===== src/rtl/fifo_wr_arb.sv =====
// ============================================================================
// fifo_wr_arb : two-requester round-robin burst arbiter writing a shared FIFO
// Revision    : 1.0
// ============================================================================
`default_nettype none

module fifo_wr_arb #(
  parameter int DATA_W    = 64,
  parameter int BURST_LEN = 4
) (
  input  logic              clk,
  input  logic              rstn,
  input  logic              req0_valid,
  input  logic [DATA_W-1:0] req0_data,
  output logic              req0_ready,
  input  logic              req1_valid,
  input  logic [DATA_W-1:0] req1_data,
  output logic              req1_ready,
  input  logic              fifo_full,
  output logic              fifo_wen,
  output logic [DATA_W-1:0] fifo_wdata,
  output logic [1:0]        grant,
  output logic [31:0]       xfer_cnt
);

  localparam logic [3:0] LAST_BEAT = 4'(BURST_LEN - 1);

  typedef enum logic [1:0] {
    IDLE = 2'd0,
    GNT0 = 2'd1,
    GNT1 = 2'd2
  } state_t;

  state_t      state_q, state_d;
  logic        last_owner_q, last_owner_d;  // 0 = req0, 1 = req1
  logic [3:0]  beat_q, beat_d;
  logic [31:0] xfer_cnt_q, xfer_cnt_d;

  logic              own1;
  logic              own_valid;
  logic              other_valid;
  logic [DATA_W-1:0] own_data;
  logic              release_arb;
  logic              burst_end;

  always_ff @(posedge clk or negedge rstn) begin
    if (!rstn) begin
      state_q      <= IDLE;
      last_owner_q <= 1'b1;
      beat_q       <= 4'd0;
      xfer_cnt_q   <= 32'd0;
    end else begin
      state_q      <= state_d;
      last_owner_q <= last_owner_d;
      beat_q       <= beat_d;
      xfer_cnt_q   <= xfer_cnt_d;
    end
  end

  always_comb begin
    state_d      = state_q;
    last_owner_d = last_owner_q;
    beat_d       = beat_q;
    xfer_cnt_d   = xfer_cnt_q;
    req0_ready   = 1'b0;
    req1_ready   = 1'b0;
    fifo_wen     = 1'b0;
    fifo_wdata   = '0;
    own1         = (state_q == GNT1);
    own_valid    = 1'b0;
    other_valid  = 1'b0;
    own_data     = '0;
    release_arb  = 1'b0;
    burst_end    = 1'b0;

    case (state_q)
      IDLE: begin
        beat_d = 4'd0;
        if (req0_valid && req1_valid) begin
          state_d      = last_owner_q ? GNT0 : GNT1;
          last_owner_d = ~last_owner_q;
        end else if (req0_valid) begin
          state_d      = GNT0;
          last_owner_d = 1'b0;
        end else if (req1_valid) begin
          state_d      = GNT1;
          last_owner_d = 1'b1;
        end
      end

      GNT0, GNT1: begin
        own_valid   = own1 ? req1_valid : req0_valid;
        other_valid = own1 ? req0_valid : req1_valid;
        own_data    = own1 ? req1_data  : req0_data;
        req0_ready  = ~own1 & ~fifo_full;
        req1_ready  =  own1 & ~fifo_full;
        fifo_wen    = own_valid & ~fifo_full;
        fifo_wdata  = own_data;

        // A full FIFO freezes the grant, even if the owner drops valid.
        if (!fifo_full) begin
          if (!own_valid) begin
            release_arb = 1'b1;
          end else begin
            xfer_cnt_d = xfer_cnt_q + 32'd1;
            if (beat_q == LAST_BEAT) begin
              release_arb = 1'b1;
              burst_end   = 1'b1;
            end else begin
              beat_d = beat_q + 4'd1;
            end
          end
        end

        if (release_arb) begin
          beat_d = 4'd0;
          if (other_valid) begin
            state_d      = own1 ? GNT0 : GNT1;
            last_owner_d = ~own1;
          end else if (!burst_end) begin
            state_d = IDLE;
          end
        end
      end

      default: state_d = IDLE;
    endcase
  end

  assign grant    = {state_q == GNT1, state_q == GNT0};
  assign xfer_cnt = xfer_cnt_q;

endmodule

`default_nettype wire

===== config.mk =====
export PLATFORM = sky130hd
export DESIGN_NAME = fifo_wr_arb
export DESIGN_NICKNAME = d
export VERILOG_FILES = /design/src/rtl/fifo_wr_arb.sv
export SDC_FILE = /design/constraint.sdc
export NUM_CORES = 1
export LEC_CHECK = 0
export ABC_AREA = 1
export CAP_MARGIN = 5
export CORE_MARGIN = 4
export CORE_UTILIZATION = 39
export CTS_CLUSTER_SIZE = 25
export DETAILED_ROUTE_END_ITERATION = 10
export PLACE_DENSITY = 0.95
export RECOVER_POWER = 50
export REMOVE_ABC_BUFFERS = 1
export SLEW_MARGIN = 20
export SYNTH_ARGS = -nofsm -noshare
export SYNTH_HDL_FRONTEND = slang
export SYNTH_SLANG_ARGS = --single-unit

===== constraint.sdc =====
create_clock -name clk -period 3.95 [get_ports clk]
set_clock_uncertainty 0.1 [all_clocks]
set_input_delay 0.5925 -clock clk [delete_from_list [all_inputs] [get_ports clk]]
set_output_delay 0.5925 -clock clk [all_outputs]
set_load 0.01 [all_outputs]

# --- Word-level counts from Yosys, hierarchy flattened ---
# Cells that the tools add are included.
totals:
  ff_bits: 39
  latchBits: 0
  ram_bits: 0
  romBits: 0
  input_bits: 133
  output_inout_bits: 101
  wordCells: 64
  mem_count: 0
op_classes:
  addsub: 2
  mul: 0
  div: 0
  n_lt_le_gt_ge: 0
  n_eq_ne: 10
  shifts: 0
  muxes: 34
  n_bitwise: 6
  n_reduce_logical: 8
op_table:
  columns: ["cell", "count"]
  rows:
  - ["two-way mux 64 bit", 2]
  - ["adder 32 x 1 -> 32 bit (second input constant)", 1]
  - ["two-way mux 1 bit", 17]
  - ["two-way mux 2 bit", 8]
  - ["two-way mux 4 bit", 4]
  - ["inequality test 3 bit (second input constant)", 4]
  - ["one-hot mux 4 bit (2 select lines)", 1]
  - ["AND reduction 4 bit", 2]
  - ["AND reduction 3 bit", 2]
  - ["adder 4 x 1 -> 4 bit (second input constant)", 1]
  - ["equality test 4 x 2 -> 1 bit (second input constant)", 1]
  - ["inequality test 2 bit (second input constant)", 2]
  - ["inequality test 4 bit (second input constant)", 1]
  - ["one-hot mux 2 bit (2 select lines)", 1]
  - ["AND 1 bit", 3]
  - ["NOT 1 bit", 3]
  - ["equality test 2 x 1 -> 1 bit (second input constant)", 1]
  - ["equality test 2 bit (second input constant)", 1]
  - ["logical NOT 2 bit", 1]
  - ["one-hot mux 1 bit (2 select lines)", 1]
  - ["nonzero test 2 bit", 1]
  - ["OR reduction 2 bit", 1]
  - ["logical AND 1 bit", 1]

# --- Longest topological paths before layout ---
# Gate-level depths: netlist of run 1.
logic_depth:
  ltp_word: 9
  mapped_depth: 12
  mapped_depth_nobuf: 12

# --- Worst setup path before layout of run 1 ---
# No wires, ideal clock.
synth_path:
  path_type: "reg2out"
  from: "reg state_q[0]"
  to: "out fifo_wdata[13]"
  t_arrival_ns: 1.465
  required_time_ns: 3.257
  setup_slack_ns: 1.792
  path_stages_with_launch: 8
  n_path_buf: 2
  path_cell_list: "dfrtp_1 inv_1 ha_1 inv_2 buf_2 buf_1 nor2_1 nor2_1"
synth_between:
  elab_chain_len: 3
  word_cells_on_any_way: 5
  cone_classes: "2 x eq/ne; 2 x mux; 1 x reduce/logical"
synth_rtl:
  columns: ["item", "line_no", "source"]
  rows:
  - ["from (decl)", "34", "state_t state_q, state_d;"]
  - ["from (signal assigned)", "53", "state_q <= state_d;"]
  - ["equality test 2 bit (*)", "69", "own1 = (state_q == GNT1);"]
  - ["named net own1", "39", "logic own1;"]
  - ["two-way mux 64 bit or OR reduction 2 bit (tied branches)", "94, 76", null]
  - ["two-way mux 64 bit (*)", "76", "case (state_q)"]
  - ["to (decl)", "21", "output logic [DATA_W-1:0] fifo_wdata,"]
# Mark *: on every way through the listed nets, which the timed path passes. The rest lies on a longest branch.

# --- Worst setup path in the final report of run 1 ---
layout_path:
  from: "reg state_q[0]"
  to: "out fifo_wen"
layout_between:
  elab_chain_len: 4
  word_cells_on_any_way: 6
  cone_classes: "2 x eq/ne; 2 x mux; 1 x bitwise; 1 x reduce/logical"
layout_rtl:
  columns: ["item", "line_no", "source"]
  rows:
  - ["equality test 2 bit", "69, 76", null]
  - ["two-way mux 1 bit", "92", "own_valid = own1 ? req1_valid : req0_valid;"]
  - ["AND 1 bit", "97", "fifo_wen = own_valid & ~fifo_full;"]
  - ["two-way mux 1 bit (*)", "76", null]
  - ["to (decl)", "20", "output logic fifo_wen,"]
# Every way passes the cells marked *; elsewhere a longest branch is shown, timed or not.

==> flow_summary.toml, run 1 <==
[clocking]
hold_buffers = 0
tritoncts_num_sinks = 39
cts_made_buffers = 5
htreeDepth = 2
cts.path.max_buffers = 2
postCtsSetupRepairBufs = 0
worst_setup_hold_path_clk_slew_ns = 0.07
clockRootBuffer = "sky130_fd_sc_hd__clkbuf_8"
worstSkewPairLatency_ns = 0.31
ctsResizeCount = 0
cts_tree = "done"

[worst_hold_path]
holdCritPathClass = "reg2reg"

[final_layout]
fin_nets = 921
fill_cells = 687
final_layout_size_suffix_gt1_share_pct = 3.19
layout_cell_area_excl_fill_mm2 = 0.00581
area_growth_syn_to_layout_pct = 72.0
post_layout_nonfiller_instances = 890

[sta]
hold_violations = 0
setup-violations-final = 0
rsz0062_at_grt = "false"
final_min_period_over_clock_period_pct = 86.7
finalMaxSlewViolations = 40
max_clock_freq_ghz = 0.292
remaining_max_slew_budget_at_the_tightest_pin_pct = -40.5
timing.hold.ws_ns = 0.407
finalSetupTns_ns = 0
timing.final.crit_period_ns = 3.43
worstMarginPinSlew_ns = 2.11

[power_and_ir_drop]
cell_internal_pwr_uw = 1750
p_comb_share_pct = 76.5
swShare_pct = 46.5
seq_power_share_pct = 15.4
total_leakage_power_uw = 0.00258
power-per-cell-area_mw_per_mm2 = 563
vdd_drop_max_uv = 435
p_sw_uw = 1520
clock_power_share_pct = 8.2

[grt]
grt_util_met2_pct = 52.8
globalRouteTotalUtil_pct = 30.1
wire_length_of_the_first_global_routing_pass_um = 23600
met1_usage_pct = 37.0
globalRoute.busiestLayer = "met2"
largest_net_degree_at_the_start_of_global_routing = 49
grt_pass1_vias = 4325
antenna_found_initial = 2
global_route.overflow_total = 0
groute.layer.met3.usage_pct = 6.78

[logic_synthesis]
synth.lib_cells_used.distinct = 34
synth_top_cell_by_area = "sky130_fd_sc_hd__dfrtp_1"
netlist.area_leader.share_pct = 28.1
ys_top_cells_by_area = "sky130_fd_sc_hd__dfrtp_1, sky130_fd_sc_hd__nor2_1, sky130_fd_sc_hd__nand2_1"
ys_seq_area_share_pct = 28.9
synthesis.area_mm2 = 0.00338
post_synth_inst_count = 561
synth_area_per_cell_um2 = 6.02
yosysWarningCount = 0
ys_seq_elements = 39

[die]
floorplan.initialDensity_pct = 40.5
design.portCount = 234
floorplan.die.height_um = 101
core_region_area_mm2 = 0.00834
die_area_mm2 = 0.0102
count_of_standard_cell_rows = 33
die_w_um = 101

[routing]
ant_nets = 0
via_density = 5.10
route.vias.total = 4536
drt_pass1_iterations = 6
post-route-drc-count = 0
routedWlPerCell_um = 18.0
drtIter0Drc = 354
wl_um = 16000

[place]
dp_hpwl_um = 13000
globalplace.congestion = 0.946
placement.io_buffers = 233
dp.cells = 880
placedInstanceArea_mm2 = 0.00578

[setup_path]
cp_num_buf_inv = 4
worst_ep_arrival_time_ns = 2.73
regToRegSetupSlack_ns = 1.19
startpoint_type = "register"
cpPeakStageDelay_ns = 0.57
slowest_stage_cell_on_the_critical_path = "sky130_fd_sc_hd__clkdlybuf4s50_1"
sequence_of_cells_on_the_critical_path = "inv_1 > ha_2 > inv_2 > nand2_1 > nand2_1 > nand2_4 > inv_2 > clkdlybuf4s50_1"
required_time_of_the_critical_path_ns = 3.26
classification_of_the_worst_setup_path = "reg2out"
worst_path_dominant_cell_family = "buffers and inverters"
setup.worst_path.end_class = "output pin"
critPathMaxFanout = 27

[run_status]
run_status = "finished with violations"
violations = "max-capacitance violations, max-slew violations"

[run]
maxCapViolations = 1
cell type report:
class,count,area [µm²],area share (%)
Inverter,37,139,2.39
Timing Repair Buffer,238,2380,40.9
Clock buffer,7,76.3,1.31
Tap cell,105,131,2.26
Antenna cell,2,5.00,0.0862
Clock inverter,1,5.00,0.0862
Sequential cell,39,977,16.8
Multi-Input combinational cell,461,2100,36.1
Yosys cell counts:
library cell and instances:
sky130_fd_sc_hd__nor2_1 177, sky130_fd_sc_hd__nand2_1 140, sky130_fd_sc_hd__o21ai_0 68, sky130_fd_sc_hd__dfrtp_1 38, sky130_fd_sc_hd__inv_1 34, sky130_fd_sc_hd__nand3_1 16
sky130_fd_sc_hd__clkbuf_1 13, sky130_fd_sc_hd__xnor2_1 9, sky130_fd_sc_hd__xor2_1 9, sky130_fd_sc_hd__a21oi_1 6, sky130_fd_sc_hd__ha_1 6, sky130_fd_sc_hd__buf_1 5
sky130_fd_sc_hd__nand4_1 5, sky130_fd_sc_hd__inv_2 3, sky130_fd_sc_hd__nor2_2 3, sky130_fd_sc_hd__o21ai_1 3, sky130_fd_sc_hd__buf_2 2, sky130_fd_sc_hd__buf_4 2
sky130_fd_sc_hd__buf_6 2, sky130_fd_sc_hd__nand2_4 2, sky130_fd_sc_hd__nand3_4 2, sky130_fd_sc_hd__nand4_2 2, sky130_fd_sc_hd__nor2_4 2, sky130_fd_sc_hd__nor2_8 2
sky130_fd_sc_hd__and2_1 1, sky130_fd_sc_hd__and3_1 1, sky130_fd_sc_hd__dfstp_2 1, sky130_fd_sc_hd__mux2i_1 1, sky130_fd_sc_hd__nand2_2 1, sky130_fd_sc_hd__nand3_2 1
sky130_fd_sc_hd__nand3b_1 1, sky130_fd_sc_hd__nor3_1 1, sky130_fd_sc_hd__o22ai_1 1, sky130_fd_sc_hd__or2_2 1
worst reg2reg max path, delay by kind of cell, from the launching register on:
kind	cells	cell delay, ns
simple gates	6	1.22
buf+inv	2	0.41
flops	1	0.40
fa+ha+maj	1	0.34
compound gates	1	0.20
metal layers:
layer,vias to the layer above,wire [µm]
met1,2064,6250
met4,0,341
met2,246,7920
met5,-,0
met3,27,1480
li1,2199,-
power by group through the flow:
stage	Sequential (µW)	Combinational, µW	Clock, µW
2_1_floorplan	500	1120	0
3_3_place_gp	503	2470	0
3_5_place_dp	507	2520	0
4_1_cts	501	2530	266
5_1_grt	508	2690	287
6_report	502	2500	268
layout by cell type, fill, tap and decap left out, types with 2 or more instances in the layout:
master	count
sky130_fd_sc_hd__clkdlybuf4s50_1	199
sky130_fd_sc_hd__nand2_1	141
sky130_fd_sc_hd__clkbuf_8	5
sky130_fd_sc_hd__xor2_1	9
sky130_fd_sc_hd__diode_2	2
sky130_fd_sc_hd__inv_1	34
sky130_fd_sc_hd__buf_4	3
sky130_fd_sc_hd__nor2_1	180
sky130_fd_sc_hd__inv_2	3
sky130_fd_sc_hd__nand4_1	6
sky130_fd_sc_hd__dfrtp_1	38
sky130_fd_sc_hd__a21oi_1	6
sky130_fd_sc_hd__ha_1	5
sky130_fd_sc_hd__nor2_2	2
sky130_fd_sc_hd__nand3_1	17
sky130_fd_sc_hd__o21ai_0	68
sky130_fd_sc_hd__clkbuf_1	3
sky130_fd_sc_hd__o21ai_1	3
sky130_fd_sc_hd__xnor2_1	9
sky130_fd_sc_hd__dlygate4sd3_1	34
stage by stage:
stage / power (µW) / utilization [%] / worst slack, ns
floorplan: 1620 / - / 0.411
global placement: 2980 / 69.3 / 0.974
detailed placement: 3020 / 69.3 / 0.911
CTS: 3300 / 70.3 / 0.588
global route: 3490 / 69.7 / 0.283
finish: 3270 / 69.7 / 0.524
sequential cells by signal, indices dropped and copies added, names as in the netlist:
name,cells
beat_q,4
state_q,2
xfer_cnt,32
last_owner_q,1
cell families after synthesis:
logic type / share of synthesized area, %
AO/OA/AOI/OAI: 11.6
XOR/XNOR: 4.67
adder cells (fa/ha/maj): 2.22
buffers and inverters: 7.52
flip-flops: 28.9
multiplexers: 0.296
AND/OR/NAND/NOR: 44.8
worst paths after layout:
check                                start      endpoint  cells past startpoint
worst max-delay path            state_q[0]      fifo_wen                      8
worst min-delay path             beat_q[0]     beat_q[0]                      1
worst max register to register  state_q[0]  xfer_cnt[22]                     10
worst min register to register   beat_q[0]     beat_q[0]                      1
max in group asynchronous             rstn  xfer_cnt[26]                      2
min in group asynchronous             rstn  xfer_cnt[20]                      2
(Power assumes the default switching activity.)
==> inputs of run 2 (changes only) <==
--- a/config.mk
+++ b/config.mk
@@ -8,10 +8,10 @@
 export ABC_AREA = 1
 export CAP_MARGIN = 5
 export CORE_MARGIN = 4
-export CORE_UTILIZATION = 39
+export CORE_UTILIZATION = 30
 export CTS_CLUSTER_SIZE = 25
 export DETAILED_ROUTE_END_ITERATION = 10
-export PLACE_DENSITY = 0.95
+export PLACE_DENSITY = 0.78
 export RECOVER_POWER = 50
 export REMOVE_ABC_BUFFERS = 1
 export SLEW_MARGIN = 20
==> run 2 against run 1 <==
The run still ends with max-capacitance violations, max-slew violations left. Utilization shrank 15 points. First-iteration DRC count grew 7.9%. Worst setup slack lost 0.14 ns. Critical path depth is the same. Design area grew 2.1%. Sequential power shrank 1%. Register-to-register slack gained 0.08 ns. Power grew 4.5%. Maximum frequency shrank 4.0%. Highest routed layer is now met5.
==> flow_summary.toml, run 2 (synthesis gave the netlist of run 1 again) <==
[sta]
setup-violations-final = 0
hold_violations = 0
worstMarginPinSlew_ns = 2.10
finalSetupTns_ns = 0
max_clock_freq_ghz = 0.280
timing.final.crit_period_ns = 3.57
remaining_max_slew_budget_at_the_tightest_pin_pct = -40.3
rsz0062_at_grt = "false"
final_min_period_over_clock_period_pct = 90.4
finalMaxSlewViolations = 40

[setup_path]
slowest_stage_cell_on_the_critical_path = "sky130_fd_sc_hd__clkdlybuf4s50_1"
worst_path_dominant_cell_family = "buffers and inverters"
cpPeakStageDelay_ns = 0.61
sequence_of_cells_on_the_critical_path = "inv_1 > ha_1 > buf_4 > nand2_1 > nand2_4 > nand2_4 > inv_1 > clkdlybuf4s50_1"
startpoint_type = "register"
timing.rr.end = "xfer_cnt[19]"
startpoint_of_the_most_critical_register_to_register_path = "state_q[0]"
timing.reg2reg.worst_path_depth = 10
setup.worst_path.end_class = "output pin"
critPathMaxFanout = 70
path_depth = 8
cp_num_buf_inv = 4
classification_of_the_worst_setup_path = "reg2out"
worst_ep_arrival_time_ns = 2.88
regToRegSetupSlack_ns = 1.27
required_time_of_the_critical_path_ns = 3.26

[routing]
wl_um = 14500
ant_nets = 0
drtIter0Drc = 382
drt_pass1_iterations = 5
route.vias.total = 4332
via_density = 4.70
post-route-drc-count = 0
routedWlPerCell_um = 15.8

[worst_hold_path]
hold-path-endpoint = "last_owner_q"
holdCritPathClass = "reg2reg"
hold_path_startpoint = "last_owner_q"
worst_hold_path.num_cells = 2

[clocking]
hold_buffers = 0
ctsResizeCount = 0
htreeDepth = 2
worst_setup_hold_path_clk_slew_ns = 0.06
cts_tree = "done"
tritoncts_num_sinks = 39
cts.path.max_buffers = 2
worstSkewPairLatency_ns = 0.29
postCtsSetupRepairBufs = 0
cts_made_buffers = 5
clockRootBuffer = "sky130_fd_sc_hd__clkbuf_16"

[die]
floorplan.initialDensity_pct = 30.9
die_area_mm2 = 0.0130
design.portCount = 234
floorplan.die.height_um = 114
core_region_area_mm2 = 0.0109
count_of_standard_cell_rows = 38
die_w_um = 114

[grt]
wire_length_of_the_first_global_routing_pass_um = 22200
grt_pass1_vias = 4036
antenna_found_initial = 2
global_route.overflow_total = 0
globalRouteTotalUtil_pct = 21.5
largest_net_degree_at_the_start_of_global_routing = 71

[final_layout]
fin_nets = 919
area_growth_syn_to_layout_pct = 75.6
layout_common_cells = "sky130_fd_sc_hd__clkdlybuf4s50_1, sky130_fd_sc_hd__nor2_1, sky130_fd_sc_hd__nand2_1"
fill_cells = 1068
largest_register_ff_count = 32
post_layout_nonfiller_instances = 922
final_layout_size_suffix_gt1_share_pct = 3.33
layout.cells.most_common = "sky130_fd_sc_hd__clkdlybuf4s50_1"

[run]
maxCapViolations = 1

[run_status]
run_status = "finished with violations"
violations = "max-capacitance violations, max-slew violations"

[power_and_ir_drop]
vdd_drop_max_uv = 400
power-per-cell-area_mw_per_mm2 = 576
total_leakage_power_uw = 0.00265
design_power_total_uw = 3420

[place]
globalplace.congestion = 0.916
dp.cells = 913
placement.io_buffers = 233
dp_hpwl_um = 11800
## run 2: cell count changes in the layout (fill, tap and decap cells not counted), moves of 2 or more
cell,delta
sky130_fd_sc_hd__clkbuf_16,+5
sky130_fd_sc_hd__clkbuf_8,-4
sky130_fd_sc_hd__clkbuf_1,-2
sky130_fd_sc_hd__nor2_1,-2
## run 2: metrics by stage
| stage | hold WS [ns] | util [%] | setup WS (ns) | instance area [µm²] |
|---|---|---|---|---|
| finish | 0.392 | 54.2 | 0.381 | 5930 |
| global route | 0.433 | 54.2 | 0.169 | 5930 |
| CTS | 0.366 | 54.5 | 0.480 | 5960 |
| detailed placement | 0.393 | 53.0 | 0.800 | 5790 |
| global placement | 0.389 | 53.0 | 0.866 | 5790 |
| floorplan | 0.197 | - | 0.411 | 3260 |
## run 2: metal layers
metal | track usage (%) | vias to the layer above | share of wire, %
met5 | 0 | - | 0.16
met3 | 5.07 | 24 | 7.2
li1 | - | 2191 | -
met2 | 35.3 | 165 | 46
met1 | 29.0 | 1948 | 45
met4 | 4.35 | 4 | 1.6
## run 2: final cells by class
cell class / count / area (µm²) / area share, %
tap: 140 / 175 / 2.95
antenna: 1 / 2.50 / 0.0422
clock inverter: 2 / 35.0 / 0.591
clock buffer: 6 / 139 / 2.34
multi-input combinational: 461 / 2120 / 35.7
sequential: 39 / 977 / 16.5
timing repair buffer: 236 / 2350 / 39.6
inverter: 37 / 139 / 2.34
## run 2: how the worst max path moves through the flow
stage               start  endpoint
3_3_place_gp   state_q[0]  fifo_wen
2_1_floorplan  state_q[0]  fifo_wen
4_1_cts        state_q[0]  fifo_wen
3_5_place_dp   state_q[0]  fifo_wen
6_report       state_q[0]  fifo_wen
5_1_grt        state_q[0]  fifo_wen
## run 2: worst min-delay path, cell delays in order (launching register included)
cell and delay (ns):
sky130_fd_sc_hd__dfstp_2 0.36, sky130_fd_sc_hd__nand2_1 0.05, sky130_fd_sc_hd__o21ai_0 0.07
## run 2: power by group
group	switching, µW	total [µW]	internal, µW
Clock	164	478	314
Combinational	1290	2440	1160
Sequential	48.7	496	448
==> RTL change, RTL diff (config.mk and constraints of run 2) <==
Compare `beat_q` against `LAST_BEAT` with >= in place of ==.
--- a/src/rtl/fifo_wr_arb.sv
+++ b/src/rtl/fifo_wr_arb.sv
@@ -104,5 +104,5 @@
           end else begin
             xfer_cnt_d = xfer_cnt_q + 32'd1;
-            if (beat_q == LAST_BEAT) begin
+            if (beat_q >= LAST_BEAT) begin
               release_arb = 1'b1;
               burst_end   = 1'b1;
Check against the original RTL: same outputs for any inputs over 4 cycles, from zero or initial values and one cycle with rstn low; that may be too few to reach the edited logic, so the function may still have changed.
==> RTL change against run 2 <==
The run still ends with capacitance limit, slew limit left. Register-to-register slack better by 0.02 ns. Setup slack better by 0.082 ns. Largest cell class unchanged. Sequential cell count unchanged. Power decreased by 3.6%. Routed wire length decreased by 1.3%. Area after synthesis shrank 3.7%. Global-route usage is 0.54 points higher. Count of clock-buffer cells in the layout is the same. Hold slack got worse by 0.022 ns. Maximum frequency up 2.4%. Final area decreased by 2.9%.
==> RTL change: results (changes against run 2) <==
- Run status: finished with violations (unchanged).
- Failing checks: capacitance limit, slew limit (unchanged).
* Compound-gate portion of the synthesized area: 0.113 (was 0.116)
* Internal power contribution: 0.00183 W (was 0.00192 W)
* Via count of the first global-routing pass: 4191 (was 4036)
- The cell at the root of the clock tree was sky130_fd_sc_hd__clkbuf_8 (was sky130_fd_sc_hd__clkbuf_16).
- The capturing point of the worst reg2reg path is xfer_cnt[26] (was xfer_cnt[19]).
- The number of vias per cell after detailed routing was 4.73 (was 4.70).
* HPWL Detailed: 11900 um (was 11800 um)
- Multiplexer share of the synthesized area: 0.00308 (was 0.00296)
- M1 GR Usage: 0.240 (was 0.290)
* Final #Nets: 896 (was 919)
- The clock edge transition at the registers on the reported setup and hold paths is 0.08 ns (was 0.06 ns).
- Max Transition Viols Final: 40 (unchanged)
- The wire length of the first global-routing pass came to 22200 um (about the same).
* Maximum ir drop on the vdd rail: 0.432 mV (was 0.400 mV)
- Mean routed wirelength per cell: 16.0 um (was 15.8 um)
- Maximum number of pins on one net before global-route repair: 70 (was 71)
- GR met2 Demand/Resource: 0.402 (was 0.353)
- The number of placed cells counting well taps came to 886 (was 913).
- Post-synthesis instance total: 537 (was 561)
* Biggest fanout along the worst timing path: 27 (was 70)
- Global Route Usage Sum: 0.221 (was 0.215)
- The initial antenna violation count came to 5 (was 2).
- XOR/XNOR share of the synthesized area: 0.0404 (was 0.0467)
* Share of synthesized cell area in full adder, half adder and majority cells: 0.0231 (was 0.0222)
* Number of distinct library cells after synthesis: 27 (was 34)
* Worst hold margin: 0.370 ns (was 0.392 ns)
* Met3 usage: 0.0609 (was 0.0507)
* Count of max-cap constraint violations: 1 (unchanged)
- The total leakage power is 2.57 nW (was 2.65 nW).
* Reg-to-reg setup timing slack: 1.29 ns (was 1.27 ns)
- The initial DRC count was 171 (was 382).
* Sum of routed wire length over all layers: 14300 um (was 14500 um)
* Min-Delay Path Class: register to register (unchanged)
- Worst r2r path cells: 9 (was 10)
- The ratio of cells with drive above 1 in the final layout came to 0.0251 (was 0.0333).
RTL change: through the flow:
stage	setup WS [ns]	instance area, sq um
2_1_floorplan	0.260	3150
3_3_place_gp	0.840	5680
3_5_place_dp	0.790	5680
4_1_cts	0.597	5800
5_1_grt	0.296	5760
6_report	0.464	5760
RTL change: logic make-up after synthesis:
logic type      Yosys count
flops                    39
simple gates            341
buf+inv                  64
xor+xnor                 15
fa+ha+maj                 6
mux                       1
compound gates           71
RTL change: worst max-delay path: stages, from the launching register on:
cell                              delay [ns]
sky130_fd_sc_hd__dfrtp_1                0.43
sky130_fd_sc_hd__inv_1                  0.11
sky130_fd_sc_hd__ha_2                   0.50
sky130_fd_sc_hd__nand2_1                0.17
sky130_fd_sc_hd__o21ai_4                0.12
sky130_fd_sc_hd__nand2_1                0.25
sky130_fd_sc_hd__inv_1                  0.32
sky130_fd_sc_hd__clkdlybuf4s50_1        0.60
RTL change: routing by layer:
metal,vias up,part of all wire
li1,2139,-
met1,1919,0.40
met2,170,0.51
met3,21,0.066
met4,0,0.021
met5,-,0
RTL change: cell type report:
cell class / instances / area [sq um] / share of cell area
Clock inverter: 2 / 35.0 / 0.00608
Sequential cell: 39 / 977 / 0.170
Multi-Input combinational cell: 434 / 1970 / 0.341
Inverter: 41 / 154 / 0.0267
Timing Repair Buffer: 236 / 2360 / 0.410
Tap cell: 136 / 170 / 0.0296
Antenna cell: 5 / 12.5 / 0.00217
Clock buffer: 6 / 82.6 / 0.0143
RTL change: power by group through the flow:
stage | clock network [W] | logic, W | registers (W)
after floorplan | 0 | 0.00110 | 0.000516
after global placement | 0 | 0.00242 | 0.000513
after detailed placement | 0 | 0.00245 | 0.000519
after CTS | 0.000358 | 0.00247 | 0.000510
after global routing | 0.000373 | 0.00266 | 0.000520
final | 0.000351 | 0.00243 | 0.000509
